### config.mk
export PLATFORM = sky130hd
export DESIGN_NAME = peripheral_bus_master
export DESIGN_NICKNAME = d
export VERILOG_FILES = /design/src/rtl/peripheral_bus_pkg.sv /design/src/rtl/peripheral_bus_master_cmd_fifo.sv /design/src/rtl/peripheral_bus_master.sv
export SDC_FILE = /design/constraint.sdc
export NUM_CORES = 1
export LEC_CHECK = 0
export BUFFER_PORTS_ARGS = -buffer_cell sky130_fd_sc_hd__buf_2
export CORE_MARGIN = 3
export CORE_UTILIZATION = 45
export DETAILED_ROUTE_END_ITERATION = 7
export SLEW_MARGIN = 20
export SYNTH_ARGS = -nofsm -noshare
export SYNTH_HDL_FRONTEND = slang
export SYNTH_HIERARCHICAL = 1
export SYNTH_SLANG_ARGS = --single-unit
### constraint.sdc
create_clock -name raw_clk -period 8.78 [get_ports raw_clk]
set_input_delay 1.756 -clock raw_clk [delete_from_list [all_inputs] [get_ports raw_clk]]
set_output_delay 1.756 -clock raw_clk [all_outputs]
set_load 0.01 [all_outputs]
### src/rtl/peripheral_bus_pkg.sv
// Shared types and constants for the peripheral bus master.
// Wait-register addresses are compared on bits [6:0] only.
package peripheral_bus_pkg;

    localparam int CMD_W = 17;

    localparam logic [6:0] ADDR_WAIT_VBLANK = 7'h00;
    localparam logic [6:0] ADDR_WAIT_HBLANK = 7'h02;

    typedef enum logic [2:0] {
        IDLE,
        WR,
        SYNC_HOLD,
        SYNC_WAIT,
        RD0,
        RD1,
        RD2
    } bus_state_t;

    typedef struct packed {
        logic       read;
        logic [7:0] address;
        logic [7:0] data;
    } cmd_t;

    function automatic logic is_sync_addr(input logic [6:0] a);
        return (a == ADDR_WAIT_VBLANK) || (a == ADDR_WAIT_HBLANK);
    endfunction

endpackage

### src/rtl/peripheral_bus_master_cmd_fifo.sv
// Synchronous command FIFO with registered read data.
// head_msb exposes the tag bit of the oldest entry for routing.
module cmd_fifo #(
    parameter int WIDTH = 17,
    parameter int DEPTH = 16,
    parameter int CNT_W = $clog2(DEPTH) + 1
) (
    input  logic             clk,
    input  logic             reset,
    input  logic             push,
    input  logic [WIDTH-1:0] push_data,
    input  logic             pop,
    output logic [WIDTH-1:0] rd_data,
    output logic             head_msb,
    output logic             full,
    output logic             empty,
    output logic [CNT_W-1:0] count
);

    localparam int PTR_W = $clog2(DEPTH);

    logic [WIDTH-1:0] mem [DEPTH];
    logic [PTR_W-1:0] wr_ptr;
    logic [PTR_W-1:0] rd_ptr;
    logic             do_push;
    logic             do_pop;

    assign full     = (count == CNT_W'(DEPTH));
    assign empty    = (count == '0);
    assign do_push  = push && !full;
    assign do_pop   = pop && !empty;
    assign head_msb = mem[rd_ptr][WIDTH-1];

    always_ff @(posedge clk) begin
        if (reset) begin
            wr_ptr  <= '0;
            rd_ptr  <= '0;
            count   <= '0;
            rd_data <= '0;
        end else begin
            if (do_push) begin
                wr_ptr <= wr_ptr + PTR_W'(1);
            end
            if (do_pop) begin
                rd_ptr  <= rd_ptr + PTR_W'(1);
                rd_data <= mem[rd_ptr];
            end
            unique case ({do_push, do_pop})
                2'b10:   count <= count + CNT_W'(1);
                2'b01:   count <= count - CNT_W'(1);
                default: count <= count;
            endcase
        end
    end

    // Storage needs no reset; pointers alone define validity.
    always_ff @(posedge clk) begin
        if (do_push) begin
            mem[wr_ptr] <= push_data;
        end
    end

endmodule

### src/rtl/peripheral_bus_master.sv
// Queued register-port initiator for a non-CPU agent.
// Replays FIFO commands onto the peripheral bus, stalling on wait_video.
module peripheral_bus_master #(
    parameter int FIFO_DEPTH = 16,
    parameter int CNT_W      = $clog2(FIFO_DEPTH) + 1
) (
    input  logic             raw_clk,
    input  logic             reset,
    input  logic             cmd_push,
    input  logic             cmd_read,
    input  logic [7:0]       cmd_address,
    input  logic [7:0]       cmd_data,
    output logic             cmd_full,
    output logic [CNT_W-1:0] cmd_count,
    output logic             cmd_overflow,
    output logic             rd_valid,
    output logic [7:0]       rd_data,
    output logic             busy,
    output logic [7:0]       bus_address,
    output logic [7:0]       bus_data_out,
    output logic             bus_write_enable,
    output logic             bus_enable,
    input  logic [7:0]       bus_data_in,
    input  logic             wait_video
);

    import peripheral_bus_pkg::*;

    bus_state_t state;
    bus_state_t state_n;

    cmd_t cmd_q;
    logic head_read;
    logic fifo_empty;
    logic pop;
    logic issue;

    logic       en_q;
    logic       wr_q;
    logic       rd_valid_q;
    logic [7:0] rd_data_q;
    logic       overflow_q;

    cmd_fifo #(
        .WIDTH (CMD_W),
        .DEPTH (FIFO_DEPTH),
        .CNT_W (CNT_W)
    ) u_cmd_fifo (
        .clk       (raw_clk),
        .reset     (reset),
        .push      (cmd_push),
        .push_data ({cmd_read, cmd_address, cmd_data}),
        .pop       (pop),
        .rd_data   (cmd_q),
        .head_msb  (head_read),
        .full      (cmd_full),
        .empty     (fifo_empty),
        .count     (cmd_count)
    );

    // Several states fall back to IDLE behaviour; issue marks those cycles.
    always_comb begin
        state_n = state;
        pop     = 1'b0;
        issue   = 1'b0;
        unique case (state)
            IDLE: issue = 1'b1;
            WR: begin
                if (!cmd_q.read && is_sync_addr(cmd_q.address[6:0])) begin
                    state_n = SYNC_HOLD;
                end else begin
                    issue = 1'b1;
                end
            end
            SYNC_HOLD: state_n = SYNC_WAIT;
            SYNC_WAIT: issue = !wait_video;
            RD0: state_n = RD1;
            RD1: state_n = RD2;
            RD2: issue = 1'b1;
            default: state_n = IDLE;
        endcase
        if (issue) begin
            state_n = IDLE;
            if (!fifo_empty) begin
                pop     = 1'b1;
                state_n = head_read ? RD0 : WR;
            end
        end
    end

    always_ff @(posedge raw_clk) begin
        if (reset) begin
            state      <= IDLE;
            en_q       <= 1'b0;
            wr_q       <= 1'b0;
            rd_valid_q <= 1'b0;
            rd_data_q  <= '0;
            overflow_q <= 1'b0;
        end else begin
            state      <= state_n;
            en_q       <= (state_n == WR) || (state_n == RD0);
            wr_q       <= (state_n == WR);
            rd_valid_q <= (state == RD2);
            if (state == RD1) begin
                rd_data_q <= bus_data_in;
            end
            // Full is judged before any same-cycle pop.
            if (cmd_push && cmd_full) begin
                overflow_q <= 1'b1;
            end
        end
    end

    assign bus_address      = cmd_q.address;
    assign bus_data_out     = cmd_q.data;
    assign bus_enable       = en_q;
    assign bus_write_enable = wr_q;
    assign rd_valid         = rd_valid_q;
    assign rd_data          = rd_data_q;
    assign cmd_overflow     = overflow_q;
    assign busy             = !fifo_empty || (state != IDLE);

endmodule

==> impl_metrics.toml, run 1 <==
[sta]
hold_viol_final = 0
rsz0062_at_grt = "false"
worst_pin_slew_ns = 1.093
fin_crit_sh = 0.5272
setup-tns-final_ns = 0
clock.fmax_ghz = 0.2160
relSlewSlack = 0.2710
clock_skew_ns = 0.01736
maxSlewViolCount = 0
period_needed_ns = 4.629
setup_viol = 0

[die]
start_util = 0.4628
io_pins = 64
fp.dieH_um = 173.4
fp-row-count = 60
core_um2 = 27250
fp.dieW_um = 173.4
die_area_um2 = 30070

[placement]
port_buffers = 63
place_congestion = 0.8401
place_hpwl_um = 17420
dpl_cell_area_um2 = 13240

[synth]
synthFlopType = "edfxtp_1"
postSynthCellCount = 657
synth-edff-count = 272
ys_ff_latch = 321
syn-mean-instance-area_um2 = 19.19
syn_nets = 694
async_flop_share = 0
synthDistinctLibCells = 57
yosysSeqAreaShare = 0.7255
ys_warn_count = 6
syn_area_um2 = 12610

[layout]
mostFrequentLayoutCell = "edfxtp_1"
finish.instance_area_um2 = 14320
final_cell_mix = "272 x edfxtp_1, 67 x mux4_2, 63 x buf_2"
finalNetCount = 763
area_growth_pct = 13.51
diodes = 0
final_layout_size_suffix_gt1_frac = 0.2903

[critical_path]
crit_path_end = "u_cmd_fifo/count[4]"
cp_max_fo = 20
cp-start-kind = "input pin"
reg2reg_depth = 14
r2r_slack_ns = 4.82
r2r_start = "u_cmd_fifo/rd_data[11]"
cp.required_ns = 9.22
crit_path_end_kind = "register"
arrival_ns = 5.07
timing.rr.end = "u_cmd_fifo/count[4]"
cp-startpoint = "wait_video"
critical_path_class = "in -> reg"

[drt]
drtPass1Iterations = 5
drc = 0
via_count = 6405
vias_per_cell = 5.703
avgRoutedWirePerCell_um = 25.32
antenna_left = 0
drtIter0Drc = 571
routed_wl_um = 28440

[job]
cap_violations = 0

[pwr]
vdd_drop_max_mv = 0.1770
leakage_nw = 4.686
power_frac_comb = 0.161
clkPwrFrac = 0.359
switching_share = 0.2674
p_seq_frac = 0.480
power_density_nw_per_um2 = 266.8
power.switching_mw = 1.022
internal-power_mw = 2.798

[clock_tree]
cts_made_buffers = 34
cts_tree = "built"
holdBufCountCts = 0
clk_pin_slew_ns = 0.06
cts_resized = 0
clockRootBuffer = "clkbuf_16"
post-cts-setup-buffers = 0
clk_path_buf_depth = 3
htreeDepth = 2
cts.sinks = 321
worstSkewPairLatency_ns = 0.51

[global_routing]
grt_pass1_vias = 6490
grt-ovfl-total = 0
grt_use_total = 0.1881
grt_pass1_wl_um = 42160
grt_max_degree = 56
antenna_found_initial = 0

[hold_path]
hold_class = "reg -> reg"

[outcome]
status = "finished, final reports clean"
cell usage after synthesis (2+ instances only):
cell type / n / area [µm²]
o21ai_0: 2 / 10.01
nand2b_1: 5 / 31.28
a21oi_1: 9 / 45.04
clkbuf_1: 11 / 41.29
mux2i_1: 44 / 440.4
o221ai_1: 12 / 105.1
xor2_1: 7 / 61.31
ha_1: 8 / 100.1
or3_1: 3 / 18.77
nor4_1: 2 / 12.51
buf_4: 3 / 22.52
nor3_1: 8 / 40.04
or3b_1: 2 / 17.52
nand2_1: 15 / 56.30
nand3b_1: 19 / 142.6
a21o_1: 2 / 15.01
buf_6: 6 / 67.56
mux4_2: 67 / 1509
inv_1: 8 / 30.03
buf_2: 8 / 40.04
nand3_1: 2 / 10.01
o21ai_2: 2 / 17.52
buf_12: 4 / 80.08
buf_1: 5 / 18.77
o221ai_2: 4 / 60.06
edfxtp_1: 272 / 8168
nor2_1: 45 / 168.9
dfxtp_1: 49 / 980.9
nand4_1: 3 / 18.77
xnor2_1: 3 / 26.28
layout make-up:
class | instances | area (µm²)
clock buffer | 46 | 947.2
clock inverter | 15 | 125.1
fill | 2150 | 12940
inverter | 9 | 36.28
multi-input combinational | 289 | 3211
sequential | 321 | 9155
tap | 372 | 465.4
timing repair buffer | 71 | 375.4
registers in the layout, summed over array words and instances (netlist names), named ones only:
name	flops
state	3
u_cmd_fifo/count	5
bus_write_enable	1
u_cmd_fifo/rd_data	17
u_cmd_fifo/rd_ptr	4
u_cmd_fifo/mem	272
rd_data	8
cmd_overflow	1
u_cmd_fifo/wr_ptr	4
bus_enable	1
rd_valid	1
per-stage QoR:
| step | hold slack (ns) | std cells | util | power, mW | setup slack (ns) |
|---|---|---|---|---|---|
| final | 0.4667 | 1123 | 0.5253 | 3.820 | 4.151 |
| after global routing | 0.5078 | 1123 | 0.5253 | 3.981 | 3.892 |
| after CTS | 0.4747 | 1123 | 0.5251 | 3.858 | 4.275 |
| after detailed placement | 0.4599 | 1062 | 0.4858 | 2.478 | 3.768 |
| after global placement | 0.4524 | 1062 | 0.4856 | 2.452 | 3.982 |
| after floorplan | 0.4464 | 657 | - | 2.249 | 4.508 |
power groups by stage:
stage	logic, mW	clock network (mW)	registers, mW
after floorplan	0.398	0	1.85
after global placement	0.592	0	1.86
after detailed placement	0.613	0	1.86
after CTS	0.616	1.41	1.83
after global routing	0.670	1.47	1.84
final	0.616	1.37	1.83
cell families (layout without fill, tap and decap cells):
family	after synthesis	in the layout	synth area share
compound gates	42	42	0.02729
xor+xnor	10	10	0.006946
fa+ha+maj	8	8	0.007938
buf+inv	47	141	0.02470
flops	321	321	0.7255
mux	112	112	0.1567
simple gates	117	117	0.05100
worst min path at each step:
stage,start,end,depth (start not counted)
6_report,cmd_overflow,cmd_overflow,2
5_1_grt,u_cmd_fifo/rd_data[16],u_cmd_fifo/rd_data[16],2
4_1_cts,cmd_overflow,cmd_overflow,2
3_5_place_dp,cmd_overflow,cmd_overflow,2
3_3_place_gp,cmd_overflow,cmd_overflow,2
2_1_floorplan,u_cmd_fifo/rd_data[16],u_cmd_fifo/rd_data[16],2
per-layer routing:
metal / vias to the layer above / part of all wire / global-route usage
met3: 54 / 0.048 / 0.02847
met1: 3375 / 0.42 / 0.2542
met5: - / 0 / 0
li1: 2778 / - / -
met2: 198 / 0.51 / 0.3209
met4: 0 / 0.025 / 0.05101
critical path: stages:
cell	delay, ns
buf_2	0.10
or3b_1	0.36
o21ai_0	0.09
a22oi_1	0.10
nor2_1	0.25
o21ai_2	0.37
inv_4	0.21
ha_1	0.31
xor2_1	0.11
ha_1	0.19
inv_1	0.12
nand2_1	0.07
a31o_2	0.25
a2111oi_0	0.62
a2111o_1	0.16
Note: power is estimated with default switching activity, not from simulation.
==> inputs of run 2 (changes only) <==
--- a/config.mk
+++ b/config.mk
@@ -5,6 +5,7 @@
 export SDC_FILE = /design/constraint.sdc
 export NUM_CORES = 1
 export LEC_CHECK = 0
+export ABC_AREA = 1
 export BUFFER_PORTS_ARGS = -buffer_cell sky130_fd_sc_hd__buf_2
 export CORE_MARGIN = 3
 export CORE_UTILIZATION = 45
==> constraint.sdc (replaced) <==
create_clock -name raw_clk -period 4.5 [get_ports raw_clk]
set_input_delay 0.9 -clock raw_clk [delete_from_list [all_inputs] [get_ports raw_clk]]
set_output_delay 0.9 -clock raw_clk [all_outputs]
set_load 0.01 [all_outputs]
==> run 2 against run 1 <==
Against the previous run: first-iteration DRC count up 25%; sequential power up 96%; non-clock buffer count up 3; die area up 3.2%; final area up 3.0%; clock-buffer cell count down 5; area after synthesis up 3.3%; hold slack worse by 0.0065 ns; clock skew up 0.0062 ns; flip-flop and latch count unchanged; combinational power rose to 3.3 times the previous value; largest power group unchanged; highest routed layer unchanged.
==> impl_metrics.toml, run 2 <==
[sta]
finalHoldWorstSlack_ns = 0.4602
setup-tns-final_ns = 0
worst_pin_slew_ns = 1.092
relSlewSlack = 0.2715
fin_crit_sh = 0.5729
maxSlewViolCount = 0
hold_viol_final = 0
setup_viol = 0
clock.fmax_ghz = 0.3879
period_needed_ns = 2.578
clock_skew_ns = 0.02353
rsz0062_at_grt = "false"

[synth]
synthDistinctLibCells = 37
synthFlopType = "edfxtp_1"
synth.area.top_cells = "edfxtp_1 63%, nor2_1 8.0%, dfxtp_1 7.5%"
synthTopCellsByCount = "276 x nor2_1, 272 x edfxtp_1, 120 x o21ai_0"
synth_top_area_cell = "edfxtp_1"
synth-edff-count = 272
syn-mean-instance-area_um2 = 11.77
ys_ff_latch = 321
syn_area_um2 = 13030
yosysSeqAreaShare = 0.7023
ys_warn_count = 6
synth_top_area_share = 0.6270
postSynthCellCount = 1107
async_flop_share = 0
syn_nets = 1144
synthMostInstantiatedCell = "nor2_1"

[clock_tree]
clockRootBuffer = "clkbuf_16"
clk_pin_slew_ns = 0.06
worstSkewPairLatency_ns = 0.52
htreeDepth = 2
cts_made_buffers = 35
post-cts-setup-buffers = 0
clk_path_buf_depth = 3
holdBufCountCts = 0
cts_resized = 0
cts_tree = "built"
cts.sinks = 321

[critical_path]
cp.required_ns = 4.92
cp-start-kind = "register"
crit_path_end_kind = "register"
cp_max_fo = 65
arrival_ns = 3.00
critical_path_class = "reg -> reg"

[pwr]
vdd_drop_max_mv = 0.4182
power_density_nw_per_um2 = 568.9
leakage_nw = 5.147

[die]
core_um2 = 28160
fp-row-count = 61
fp.dieW_um = 176.1
io_pins = 64
die_area_um2 = 31030
start_util = 0.4626
fp.dieH_um = 176.1

[drt]
drc = 0
vias_per_cell = 5.396
via_count = 8413
drtIter0Drc = 711
drtPass1Iterations = 7
avgRoutedWirePerCell_um = 19.41
antenna_left = 0
routed_wl_um = 30250

[layout]
nFillCells = 2406
top_register = "u_cmd_fifo/mem"
top_regs = "u_cmd_fifo/mem (272), u_cmd_fifo/rd_data (17), rd_data (8)"
mostFrequentLayoutCell = "edfxtp_1"
area_growth_pct = 13.17
diodes = 0
final_layout_size_suffix_gt1_frac = 0.1448
final_cell_mix = "272 x edfxtp_1, 260 x nor2_1, 120 x o21ai_0"
utilization = 0.5235
finish.instance_area_um2 = 14740
largest_register_ff_count = 272
finalNetCount = 1192

[global_routing]
grt-ovfl-total = 0
antenna_found_initial = 0
grt_use_total = 0.1938
grt_pass1_wl_um = 46410
grt_max_degree = 66
grt_pass1_vias = 7912

[placement]
dpl_cell_area_um2 = 13600
place_congestion = 0.7625
port_buffers = 63
place_hpwl_um = 18320

[job]
cap_violations = 0

[hold_path]
worstHoldStart = "rd_data[4]"
hold_class = "reg -> reg"

[outcome]
status = "finished, final reports clean"
run 2: cell types whose count changed after synthesis, moves of 44 or more:
| cell | previous run | this run |
|---|---|---|
| o211ai_1 | 0 | 63 |
| o21ai_0 | 2 | 120 |
| nor2_1 | 45 | 276 |
| nand2_1 | 15 | 61 |
| mux4_2 | 67 | 0 |
| mux2i_1 | 44 | 0 |
run 2: final timing paths:
path / endpoint / slack (ns) / cells after the start
worst max-delay path: state[2] / 1.92 / 12
worst min-delay path: rd_data[4] / 0.46 / 2
worst max register to register: state[2] / 1.92 / 12
worst min register to register: rd_data[4] / 0.46 / 2
run 2: report_power, final:
part | switching [mW] | total, mW | internal (mW)
Combinational | 1.37 | 2.04 | 0.664
Clock | 1.12 | 2.76 | 1.64
Sequential | 0.186 | 3.59 | 3.41
Total | 2.68 | 8.39 | 5.71
run 2: layer usage:
metal  vias to the layer above  GRT usage  share of wire
li1                       4027          -              -
met1                      4086     0.2862           0.46
met2                       258     0.3004           0.46
met3                        42    0.03226          0.068
met4                         0    0.05048          0.019
met5                         -          0              0
run 2: cell families (layout without fill, tap and decap cells):
family,after synthesis,count (layout),share of synthesized area
AND/OR/NAND/NOR,408,408,0.1289
flip-flops,321,321,0.7023
AO/OA/AOI/OAI,249,249,0.1136
buffers and inverters,115,189,0.04351
adder cells (fa/ha/maj),8,8,0.007684
XOR/XNOR,6,6,0.004034
run 2: final cells by class:
cell class                      count  area [µm²]  area share
Clock buffer                       41       919.6     0.06238
Clock inverter                     22       195.2     0.01324
Inverter                           52       197.7     0.01341
Multi-Input combinational cell    671        3377      0.2291
Sequential cell                   321        9158      0.6211
Tap cell                          378       473.0     0.03208
Timing Repair Buffer               74       422.9     0.02869
run 2: critical path: stages, from the launching register on:
cell	delay, ns
dfxtp_4	0.46
inv_4	0.58
buf_4	0.40
nor2_1	0.07
nor2_1	0.08
o21ai_0	0.09
o211ai_1	0.13
nand3_1	0.20
nand2_2	0.15
inv_1	0.04
nor2_1	0.07
nand2_1	0.06
a21oi_1	0.12
run 2: stage by stage:
stage,setup WS (ns),power (mW),std cells
after detailed placement,1.615,5.691,1496
after global placement,1.622,5.669,1496
final,1.922,8.388,1559
after global routing,1.674,8.881,1559
after CTS,1.896,8.460,1559
after floorplan,1.541,5.174,1107
==> inputs of run 3 (changes only) <==
==> constraint.sdc (replaced) <==
create_clock -name raw_clk -period 2.5 [get_ports raw_clk]
set_input_delay 0.5 -clock raw_clk [delete_from_list [all_inputs] [get_ports raw_clk]]
set_output_delay 0.5 -clock raw_clk [all_outputs]
set_load 0.01 [all_outputs]
==> run 3 against run 2 <==
Against the previous run: register-to-register slack got worse by 1.7 ns; sequential share of layout area fell by 1.5 points; flip-flop and latch count did not move; global-route usage rose by 0.72 points; clock-buffer cell count rose by 10; cell count rose by 2.7%; critical path depth rose by 4; sequential power rose by 77%; via count rose by 1.4%; non-clock buffer count rose by 43; combinational power rose by 92%; fmax rose by 12%; critical path type unchanged; largest power group unchanged.
==> impl_metrics.toml, run 3 (synthesis gave the netlist of run 2 again) <==
[global_routing]
antenna_found_initial = 3
grt_pass1_wl_um = 47780
grt-ovfl-total = 0
grt_pass1_vias = 8183
grt_use_total = 0.2009
grt_max_degree = 90

[drt]
vias_per_cell = 5.328
drtPass1Iterations = 5
via_count = 8530
drtIter0Drc = 718
routed_wl_um = 31000
antenna_left = 0
drc = 0
avgRoutedWirePerCell_um = 19.36

[layout]
diodes = 0
finalNetCount = 1235
top_register = "u_cmd_fifo/mem"
finish.instance_area_um2 = 15120
area_growth_pct = 16.07
utilization = 0.5369
top_regs = "u_cmd_fifo/mem (272), u_cmd_fifo/rd_data (17), rd_data (8)"
fin_cells = 1601
final_layout_size_suffix_gt1_frac = 0.1815
mostFrequentLayoutCell = "edfxtp_1"
final_cell_mix = "272 x edfxtp_1, 259 x nor2_1, 120 x o21ai_0"
largest_register_ff_count = 272

[job]
cap_violations = 0

[clock_tree]
cts_made_buffers = 35
cts.sinks = 321
cts_tree = "built"
clk_path_buf_depth = 3
clk_pin_slew_ns = 0.06
clockRootBuffer = "clkbuf_16"
post-cts-setup-buffers = 0
worstSkewPairLatency_ns = 0.50
htreeDepth = 2

[sta]
maxSlewViolCount = 0
period_needed_ns = 2.302
relSlewSlack = 0.5664
rsz0062_at_grt = "false"
setup_slack_ns = 0.1977
clock.fmax_ghz = 0.4343
clock_skew_ns = 0.01105
finalHoldWorstSlack_ns = 0.2450
worst_pin_slew_ns = 0.6465
setup_viol = 0
hold_viol_final = 0
setup-tns-final_ns = 0
fin_crit_sh = 0.9209

[critical_path]
cp.required_ns = 2.90
cp-start-kind = "register"
reg2reg_depth = 16
cpPeakStageDelay_ns = 0.32
crit_path_end = "u_cmd_fifo/count[2]"
r2r_slack_ns = 0.20
crit_path_end_kind = "register"
critical_path_class = "reg -> reg"
r2r_start = "u_cmd_fifo/rd_data[11]"
path_cells = "nor2_1 > nand2_1 > o21ai_2 > nand2_2 > inv_2 > nor2_1 > nand2_4 > inv_2 > ha_4 > xor2_1 > ha_1 > inv_1 > nand2_2 > xor2_1 > o21ai_0 > inv_1"
cp-startpoint = "u_cmd_fifo/rd_data[11]"
cp_max_fo = 7
crit_slowest_cell = "dfxtp_1"
timing.rr.end = "u_cmd_fifo/count[2]"
arrival_ns = 2.70

[placement]
place_hpwl_um = 18130
place_congestion = 0.7841
numPlacedInstances = 1539
port_buffers = 63
place_ws_ns = 0.05974
dpl_cell_area_um2 = 13980

[die]
start_util = 0.4626
fp-row-count = 61
die_area_um2 = 31030
fp.dieW_um = 176.1
core_um2 = 28160
io_pins = 64
fp.dieH_um = 176.1

[pwr]
leakage_nw = 5.397
design_power_total_mw = 15.24
vdd_drop_max_mv = 0.5536
power_density_nw_per_um2 = 1008

[outcome]
status = "finished, final reports clean"

[hold_path]
hold_class = "in -> reg"
==> run 3: changes by cell type in the layout (fill, tap and decap cells not counted), sizes merged <==
cell / change
bufinv: -1
buf: +43
inv: +1
clkinv: -10
clkinvlp: -1
clkbuf: +10
==> run 3: routing by layer <==
metal	global-route usage	share of wire
met1	0.2736	0.43
met2	0.3361	0.50
met3	0.03527	0.052
met4	0.05246	0.017
met5	0	0.0014
==> run 3: what timing repair did <==
action | 4_1_cts | 5_1_grt
hold buffers | 0 | 0
gates resized for setup | 0 | 7
setup endpoints to repair | 0 | 4
==> run 3: layout make-up <==
type | instances | area, µm²
fill | 2405 | 13040
sequential | 321 | 9161
tap | 378 | 473.0
timing repair buffer | 117 | 787.0
clock buffer | 51 | 1008
inverter | 52 | 197.7
multi-input combinational | 671 | 3383
clock inverter | 11 | 110.1
==> run 3: worst min path at each step <==
stage / end / slack [ns] / from / cells after the start
6_report: rd_data[5] / 0.24 / bus_data_in[5] / 3
5_1_grt: rd_data[1] / 0.24 / bus_data_in[1] / 3
4_1_cts: rd_data[5] / 0.23 / bus_data_in[5] / 3
3_5_place_dp: rd_data[6] / 0.45 / rd_data[6] / 2
3_3_place_gp: cmd_overflow / 0.45 / cmd_overflow / 2
2_1_floorplan: rd_data[2] / 0.48 / rd_data[2] / 2
==> run 3: power breakdown <==
group	switching, mW	total (mW)	internal (mW)
sequential	0.224	6.36	6.13
clock	1.96	4.97	3.01
combinational	2.58	3.92	1.34
==> run 3: critical path: cells and delay by family (launching register included) <==
| kind | cells | cell delay (ns) |
|---|---|---|
| AO/OA/AOI/OAI | 2 | 0.36 |
| buffers and inverters | 4 | 0.26 |
| adder cells (fa/ha/maj) | 2 | 0.36 |
| AND/OR/NAND/NOR | 6 | 0.59 |
| XOR/XNOR | 2 | 0.29 |
| flip-flops | 1 | 0.32 |
